<file path="src/rtl/lp_arith_pkg.sv">
// ----------------------------------------------------------------------------
// lp_arith_pkg
//   Shared types for the sequential add/sub/mul unit.
//   - op_t    : request opcode encoding as seen on the op port.
//   - state_t : control FSM states of lp_arith_seq_unit.
//   - res_w() : result width helper, RES_W = 2*WIDTH.
// ----------------------------------------------------------------------------
package lp_arith_pkg;

  typedef enum logic [1:0] {
    OP_ADD = 2'b00,
    OP_SUB = 2'b01,
    OP_MUL = 2'b10,
    OP_NOP = 2'b11
  } op_t;

  typedef enum logic [1:0] {
    IDLE = 2'b00,
    MUL  = 2'b01,
    DONE = 2'b10
  } state_t;

  // Result width for a given operand width. Constant function so it can size
  // localparams in the modules that import this package.
  function automatic int res_w(input int width);
    return 2 * width;
  endfunction

endpackage : lp_arith_pkg

</file>
<file path="src/rtl/lp_shift_add_mul.sv">
// ----------------------------------------------------------------------------
// lp_shift_add_mul
//   Iterative shift-add multiplier datapath (no array multiplier).
//   Holds the multiplicand, multiplier and accumulator registers; the owning
//   FSM decides when to load and when to step.
//
// Ports:
//   clk         in   system clock
//   rst         in   asynchronous active-high reset
//   load_i      in   load a_i/b_i and clear the accumulator
//   step_i      in   perform one shift-add iteration
//   a_i         in   multiplicand (unsigned, WIDTH bits)
//   b_i         in   multiplier   (unsigned, WIDTH bits)
//   done_next_o out  the iteration in progress this cycle is the last one
//   product_o   out  accumulator contents (final product once done)
// ----------------------------------------------------------------------------
module lp_shift_add_mul
  import lp_arith_pkg::*;
#(
  parameter int WIDTH = 8
) (
  input  logic                    clk,
  input  logic                    rst,
  input  logic                    load_i,
  input  logic                    step_i,
  input  logic [WIDTH-1:0]        a_i,
  input  logic [WIDTH-1:0]        b_i,
  output logic                    done_next_o,
  output logic [res_w(WIDTH)-1:0] product_o
);

  localparam int RES_W = res_w(WIDTH);

  logic [RES_W-1:0] mcand_q, mcand_d;
  logic [WIDTH-1:0] mplier_q, mplier_d;
  logic [RES_W-1:0] acc_q, acc_d;

  // NOTE: every variable assigned in always_comb gets a default first
  // (hold value here), so no path through the block can infer a latch.
  always_comb begin
    mcand_d  = mcand_q;
    mplier_d = mplier_q;
    acc_d    = acc_q;
    if (load_i) begin
      mcand_d  = {{WIDTH{1'b0}}, a_i};
      mplier_d = b_i;
      acc_d    = '0;
    end else if (step_i) begin
      if (mplier_q[0]) begin
        acc_d = acc_q + mcand_q;
      end
      mcand_d  = mcand_q << 1;
      mplier_d = mplier_q >> 1;
    end
  end

  // NOTE: sequential state is written with non-blocking assignments so every
  // register samples its _d value from before the edge, independent of
  // statement order or of other always_ff blocks.
  always_ff @(posedge clk or posedge rst) begin
    if (rst) begin
      mcand_q  <= '0;
      mplier_q <= '0;
      acc_q    <= '0;
    end else begin
      mcand_q  <= mcand_d;
      mplier_q <= mplier_d;
      acc_q    <= acc_d;
    end
  end

  // The multiplier becomes zero after this shift when no bit above bit 0 is
  // set, so this step is the final one and early termination kicks in.
  assign done_next_o = (mplier_q[WIDTH-1:1] == '0);
  assign product_o   = acc_q;

endmodule : lp_shift_add_mul

</file>
<file path="src/rtl/lp_arith_seq_unit.sv">
// ----------------------------------------------------------------------------
// lp_arith_seq_unit
//   Handshaked add / sub / multiply unit. ADD, SUB and NOP complete in one
//   cycle; MUL runs on an iterative shift-add multiplier that stops as soon as
//   the remaining multiplier bits are zero.
//
// Ports:
//   clk        in   system clock, rising edge
//   rst        in   asynchronous active-high reset
//   in_valid   in   request valid
//   in_ready   out  unit accepts a request this cycle
//   a, b       in   unsigned operands, WIDTH bits
//   op         in   00 ADD, 01 SUB, 10 MUL, 11 NOP
//   out_valid  out  result valid
//   out_ready  in   consumer takes the result
//   result     out  2*WIDTH-bit result
//   busy       out  high while iterating the multiplier
// ----------------------------------------------------------------------------
module lp_arith_seq_unit
  import lp_arith_pkg::*;
#(
  parameter int WIDTH = 8
) (
  input  logic                 clk,
  input  logic                 rst,
  input  logic                 in_valid,
  output logic                 in_ready,
  input  logic [WIDTH-1:0]     a,
  input  logic [WIDTH-1:0]     b,
  input  logic [1:0]           op,
  output logic                 out_valid,
  input  logic                 out_ready,
  output logic [2*WIDTH-1:0]   result,
  output logic                 busy
);

  localparam int RES_W = res_w(WIDTH);

  state_t           state_q;
  op_t              op_q;
  logic [WIDTH-1:0] a_q;
  logic [WIDTH-1:0] b_q;
  logic             out_valid_q;
  logic             busy_q;

  op_t              req_op;
  logic             accept;
  logic             mul_trivial;
  logic             mul_load;
  logic             mul_step;
  logic             mul_done_next;
  logic [RES_W-1:0] mul_product;

  assign req_op      = op_t'(op);
  // A finished result can be replaced in the same cycle it is consumed, which
  // is what gives one ADD/SUB/NOP per cycle with out_ready tied high.
  assign in_ready    = (state_q == IDLE) || ((state_q == DONE) && out_ready);
  assign accept      = in_valid && in_ready;
  assign mul_trivial = (a == '0) || (b == '0);
  assign mul_load    = accept && (req_op == OP_MUL);
  assign mul_step    = (state_q == MUL);

  lp_shift_add_mul #(
    .WIDTH (WIDTH)
  ) u_mul (
    .clk         (clk),
    .rst         (rst),
    .load_i      (mul_load),
    .step_i      (mul_step),
    .a_i         (a),
    .b_i         (b),
    .done_next_o (mul_done_next),
    .product_o   (mul_product)
  );

  // Control FSM. Operand registers are only enabled on an accepted ADD, SUB
  // or MUL; a NOP records its opcode but leaves the operands untouched.
  always_ff @(posedge clk or posedge rst) begin
    if (rst) begin
      state_q     <= IDLE;
      op_q        <= OP_ADD;
      a_q         <= '0;
      b_q         <= '0;
      out_valid_q <= 1'b0;
      busy_q      <= 1'b0;
    end else begin
      case (state_q)
        IDLE, DONE: begin
          if (accept) begin
            op_q <= req_op;
            if (req_op != OP_NOP) begin
              a_q <= a;
              b_q <= b;
            end
            if ((req_op == OP_MUL) && !mul_trivial) begin
              state_q     <= MUL;
              busy_q      <= 1'b1;
              out_valid_q <= 1'b0;
            end else begin
              // ADD/SUB/NOP, and MUL by zero (product is the cleared acc).
              state_q     <= DONE;
              busy_q      <= 1'b0;
              out_valid_q <= 1'b1;
            end
          end else if ((state_q == DONE) && out_ready) begin
            state_q     <= IDLE;
            out_valid_q <= 1'b0;
          end
        end
        MUL: begin
          if (mul_done_next) begin
            state_q     <= DONE;
            busy_q      <= 1'b0;
            out_valid_q <= 1'b1;
          end
        end
        default: begin
          state_q     <= IDLE;
          busy_q      <= 1'b0;
          out_valid_q <= 1'b0;
        end
      endcase
    end
  end

  // Result is decoded from registered state only (op_q, a_q, b_q, acc), so it
  // is glitch-free and stays stable for as long as DONE is held. After reset
  // op_q = ADD with zero operands, which decodes to 0.
  always_comb begin
    result = '0;
    case (op_q)
      OP_ADD:  result = {{WIDTH{1'b0}}, a_q} + {{WIDTH{1'b0}}, b_q};
      OP_SUB:  result = {{WIDTH{1'b0}}, a_q} - {{WIDTH{1'b0}}, b_q};
      OP_MUL:  result = mul_product;
      default: result = '0;
    endcase
  end

  assign out_valid = out_valid_q;
  assign busy      = busy_q;

endmodule : lp_arith_seq_unit

</file>
<file path="config.mk">
export PLATFORM = sky130hd
export DESIGN_NAME = lp_arith_seq_unit
export DESIGN_NICKNAME = d
export VERILOG_FILES = /design/src/rtl/lp_arith_pkg.sv /design/src/rtl/lp_shift_add_mul.sv /design/src/rtl/lp_arith_seq_unit.sv
export SDC_FILE = /design/constraint.sdc
export NUM_CORES = 1
export LEC_CHECK = 0
export ABC_AREA = 1
export BUFFER_PORTS_ARGS = -buffer_cell sky130_fd_sc_hd__buf_2
export CAP_MARGIN = 20
export CORE_UTILIZATION = 45
export CTS_BUF_LIST = sky130_fd_sc_hd__clkbuf_8
export DETAILED_ROUTE_END_ITERATION = 12
export GPL_TIMING_DRIVEN = 0
export PLACE_DENSITY = 0.65
export SLEW_MARGIN = 15
export SYNTH_ARGS = -nofsm -noshare
export SYNTH_HDL_FRONTEND = slang
export SYNTH_SLANG_ARGS = --single-unit
</file>
<file path="constraint.sdc">
create_clock -name clk -period 2.2 [get_ports clk]
set_clock_uncertainty 0.2 [all_clocks]
set_input_delay 0.33 -clock clk [delete_from_list [all_inputs] [get_ports clk]]
set_output_delay 0.33 -clock clk [all_outputs]
set_load 0.05 [all_outputs]
</file>
Word-level counts from Yosys, hierarchy flattened --
Cells that the tools add are included.
Operators by class: add/sub/neg operators 3, eq/ne operators 9, muxes and demuxes 22, reductions and logical operators 20
Operator list (number):
- 16-bit 2-to-1 mux | 5
- 16-bit case mux with 3 select lines | 1
- 16-bit adder | 1
- 8-bit logical NOT | 2
- 8-bit 2-to-1 mux | 2
- 8-bit by 8-bit adder with 9-bit output | 1
- 8-bit by 8-bit subtractor with 9-bit output | 1
- 2-bit 2-to-1 mux | 4
- 2-bit AND reduction | 4
- 7-bit logical NOT | 1
- 1-bit 2-to-1 mux | 7
- 2-bit == test, second input constant | 3
- 2-bit by 1-bit == test with 1-bit output, second input constant | 2
- 1-bit logical AND | 4
- 2-bit logical NOT | 2
- 2-bit != test, second input constant | 2
- 1-bit case mux with 2 select lines | 2
- 2-bit case mux with 2 select lines | 1
- 2-bit nonzero test | 2
- 3-bit != test, second input constant | 1
- 3-bit AND reduction | 1
- 1-bit logical OR | 2
- 2-bit by 1-bit != test with 1-bit output, second input constant | 1
- 2-bit OR reduction | 1
- 1-bit logical NOT | 1
Storage, ports and cells: flip-flop bits (word level) 62, input port bits 22, output and inout port bits 19, word-level logic and storage cells 63

Longest topological paths before layout --
depth after elaboration 7, gate-level depth with buffers 11

Cells and area by module --
Synthesis repeated with hierarchy kept, for this count alone.
Second synthesis, totals: cell total of the unflattened synthesis 636, area total of the unflattened synthesis 4421.7 um2
Modules (own cells, without submodules):
- lp_shift_add_mul | instances 1, cells each 342, area an instance 2509.9 um2, sequential area each 1001.0 um2
- lp_arith_seq_unit | instances 1, cells each 294, area an instance 1911.8 um2, sequential area each 525.5 um2

Least setup slack after synthesis --
OpenSTA, ideal clock, no wires.
path type register to output, start reg b_q[0], end out result[4], arrival time 2049 ps, slack -379 ps, stages on the path, launching flop included 7, cell sequence dfrtp_1 ha_1 inv_1 fa_1 nor3_1 nor3_1 o211ai_1
Between the ends: word-level cells in the longest chain between the ends 2, elaborated cells between the ends (all ways) 3
Ends and longest elaborated chain:
- from (decl) | line lp_arith_seq_unit.sv:42 | logic [WIDTH-1:0] b_q;
- from (signal assigned) | line lp_arith_seq_unit.sv:83 | b_q <= '0;
- from (signal assigned) | line lp_arith_seq_unit.sv:93 | b_q <= b;
- 8-bit by 8-bit subtractor with 9-bit output or 8-bit by 8-bit adder with 9-bit output (tied branches) | line lp_arith_seq_unit.sv:133, lp_arith_seq_unit.sv:132
- 16-bit case mux with 3 select lines (*) | line lp_arith_seq_unit.sv:131 | case (op_q)
- to (decl) | line lp_arith_seq_unit.sv:33 | output logic [2*WIDTH-1:0] result,
Every way passes the cells marked *; elsewhere a longest branch is shown, timed or not.

Worst setup path after layout --
start reg b_q[0], end out result[8]
Same word-level chain as after synthesis.

==> impl_metrics.py <==
metrics = {
    "sta": {
        "finalSetupTns_ns": -7.62,
        "min_period_ns": 2.84,
        "tightest_slew_ns": 0.745,
        "fmax_mhz": 352,
        "rsz0062_at_grt": "yes",
        "slew_headroom": 0.504,
        "hold_violations": 0,
        "setup_violations": 15,
        "setup_ws_ns": -0.637,
        "drv_slew": 0,
        "finalCritPeriodShare": 1.29,
    },
    "worst_setup_path": {
        "crit_type": "reg2out",
        "start_kind": "flip-flop",
        "crit_arrival_ns": 2.31,
        "critPathRequiredTime_ns": 1.67,
        "worstSetupEndpointType": "output port",
        "r2r_slack_ns": 0.19,
        "worstPathMaxFanout": 8,
    },
    "synth": {
        "yosys-top-cells-count": "198 x nand2_1, 103 x inv_1, 61 x dfrtp_1",
        "async_reset_ff_frac": 1.00,
        "synth_area_leader_cell": "dfrtp_1",
        "yosysMostFrequentCell": "nand2_1",
        "synth_top_family_by_area": "simple AND/OR/NAND/NOR gates",
        "synth-main-ff-cell": "dfrtp_1",
        "synth_edf_count": 0,
        "synth_compound_area_frac": 0.119,
        "synth-simple-area-share": 0.306,
        "synth.area.mux_share": 0,
        "synthTopCellsByArea": "dfrtp_1 35%, nand2_1 17%, ha_1 9.1%",
        "synthDistinctLibCells": 40,
        "netlist.area_leader.share": 0.346,
        "ys_seq_area_frac": 0.346,
        "syn_nets": 680,
        "synth-seq-cells": 61,
        "netlist_area_um2": 4420,
        "yosysWarnings": 0,
        "synthAdderAreaFrac": 0.104,
        "syn_inst": 623,
        "synth-xor-area-share": 0.00991,
        "syn_area_per_cell_um2": 7.09,
    },
    "clock_tree": {
        "cts_max_path_buffers": 2,
        "root_buffer": "clkbuf_8",
        "path_clk_slew_ns": 0.08,
        "insertion_delay_ns": 0.35,
        "numClockSinks": 61,
        "cts_tree": "yes",
        "htreeDepth": 3,
        "cts_buffers": 9,
    },
    "route": {
        "vias": 4288,
        "drt_pass1_iterations": 4,
        "remaining_drc_errors": 0,
        "finalWirelength_um": 11800,
        "viasPerCell": 5.15,
        "wl_per_cell_um": 14.2,
        "drtIter0Drc": 189,
        "ant_nets": 0,
    },
    "global_routing": {
        "grt_pass1_wl_um": 19800,
        "grt_max_degree": 62,
        "grt_pass1_vias": 4210,
        "track_usage": 0.250,
        "antenna_found_initial": 0,
        "overflow": 0,
    },
    "layout": {
        "fin_util": 0.607,
        "antenna_cells": 0,
        "fillers": 896,
        "drive_gt1_frac": 0.259,
        "syn2layout_area_growth_pct": 28.9,
        "final_nets": 755,
    },
    "placed_design": {
        "post-place-ws_ns": -0.629,
        "place_congestion": 0.871,
        "port_buffers": 40,
        "hpwl_um": 8980,
    },
    "die": {
        "dieArea_um2": 10200,
        "die_w_um": 101,
        "core_region_area_um2": 9370,
        "start_util": 0.471,
        "io_pins": 41,
        "num_rows": 35,
        "die_height_um": 101,
    },
    "status": {
        "outcome": "finished, violations left",
        "violations": "setup timing",
    },
    "hold_path": {
        "hold_class": "in2reg",
    },
    "job": {
        "cap_violations": 0,
    },
}
==> per-layer routing <==
metal  GRT usage  routed length [µm]  share of wire  vias up
met5           0                   0              0        -
met4      0.0825                 211          0.018        0
met3      0.0402                 493          0.042       20
met2       0.394                5340           0.45      103
met1       0.350                5770           0.49     2021
li1            -                   -              -     2144
==> through the flow <==
step                instance area, µm²  cells  hold WS (ns)
finish                            5690    832        0.0229
global route                      5690    832        0.0367
CTS                               5560    826        0.0189
detailed placement                4980    792         0.271
global placement                  4970    792         0.256
floorplan                         4610    623         0.266
==> worst paths after layout <==
path	depth (start not counted)	from	to
setup / recovery	11	b_q[0]$_DFFE_PP0P_	result[8]
hold / removal	3	b[1]	u_mul.mplier_q[1]$_DFFE_PP0P_
setup reg to reg	9	u_mul.mcand_q[0]$_DFFE_PP0P_	u_mul.product_o[8]$_DFFE_PP0P_
hold reg to reg	2	busy$_DFFE_PP0P_	busy$_DFFE_PP0P_
max in group asynchronous	3	rst	a_q[6]$_DFFE_PP0P_
min in group asynchronous	3	rst	u_mul.mplier_q[7]$_DFFE_PP0P_
==> state kept, by name, indices dropped and copies added (netlist names) <==
register	count
state_q	2
u_mul.mplier_q	8
busy	1
a_q	8
op_q	2
b_q	8
u_mul.mcand_q	16
u_mul.product_o	16
==> placed cells by master (no fill, tap or decap), types with 17 or more instances in the layout <==
cell type  instances
buf_2             26
dfrtp_1           58
nand3_1           39
nor2_1            25
nand2_1          182
buf_4             26
inv_1             90
o21ai_0           24
ha_1              28
a21oi_1           17
==> final cells by class <==
| cell class | instances | area (µm²) | area share |
|---|---|---|---|
| Buffer | 14 | 131 | 0.0231 |
| Inverter | 106 | 403 | 0.0708 |
| Timing Repair Buffer | 64 | 520 | 0.0914 |
| Tap cell | 129 | 161 | 0.0284 |
| Clock inverter | 7 | 76.3 | 0.0134 |
| Clock buffer | 9 | 124 | 0.0218 |
| Multi-Input combinational cell | 442 | 2750 | 0.482 |
| Sequential cell | 61 | 1530 | 0.269 |
==> worst max-delay path, cell delays in order (launching register included) <==
cell     delay, ns
dfrtp_1       0.41
ha_2          0.19
fa_2          0.34
inv_2         0.09
nand3_2       0.09
nand2_2       0.09
nand3_2       0.08
nand2_2       0.11
nand3_4       0.09
nand2_8       0.23
nand3_4       0.09
buf_8         0.16
==> repair_timing <==
item / 4_1_cts / 5_1_grt
setup buffers: 17 / 6
setup endpoints to repair: 16 / 17
pin swaps: 24 / 7
hold buffers: 1 / 0
resized for setup: 80 / 24
endpoints found under the hold margin: 61 / 0
==> cells by family (layout without fill, tap and decap cells) <==
logic type / Yosys count / in the layout
simple gates: 315 / 315
compound gates: 87 / 87
flops: 61 / 61
buf+inv: 120 / 200
xor+xnor: 5 / 5
fa+ha+maj: 35 / 35
Power is left out: the tool's default activity adds up to more than one toggle a clock period on the data nets, which glitch-free logic cannot reach.
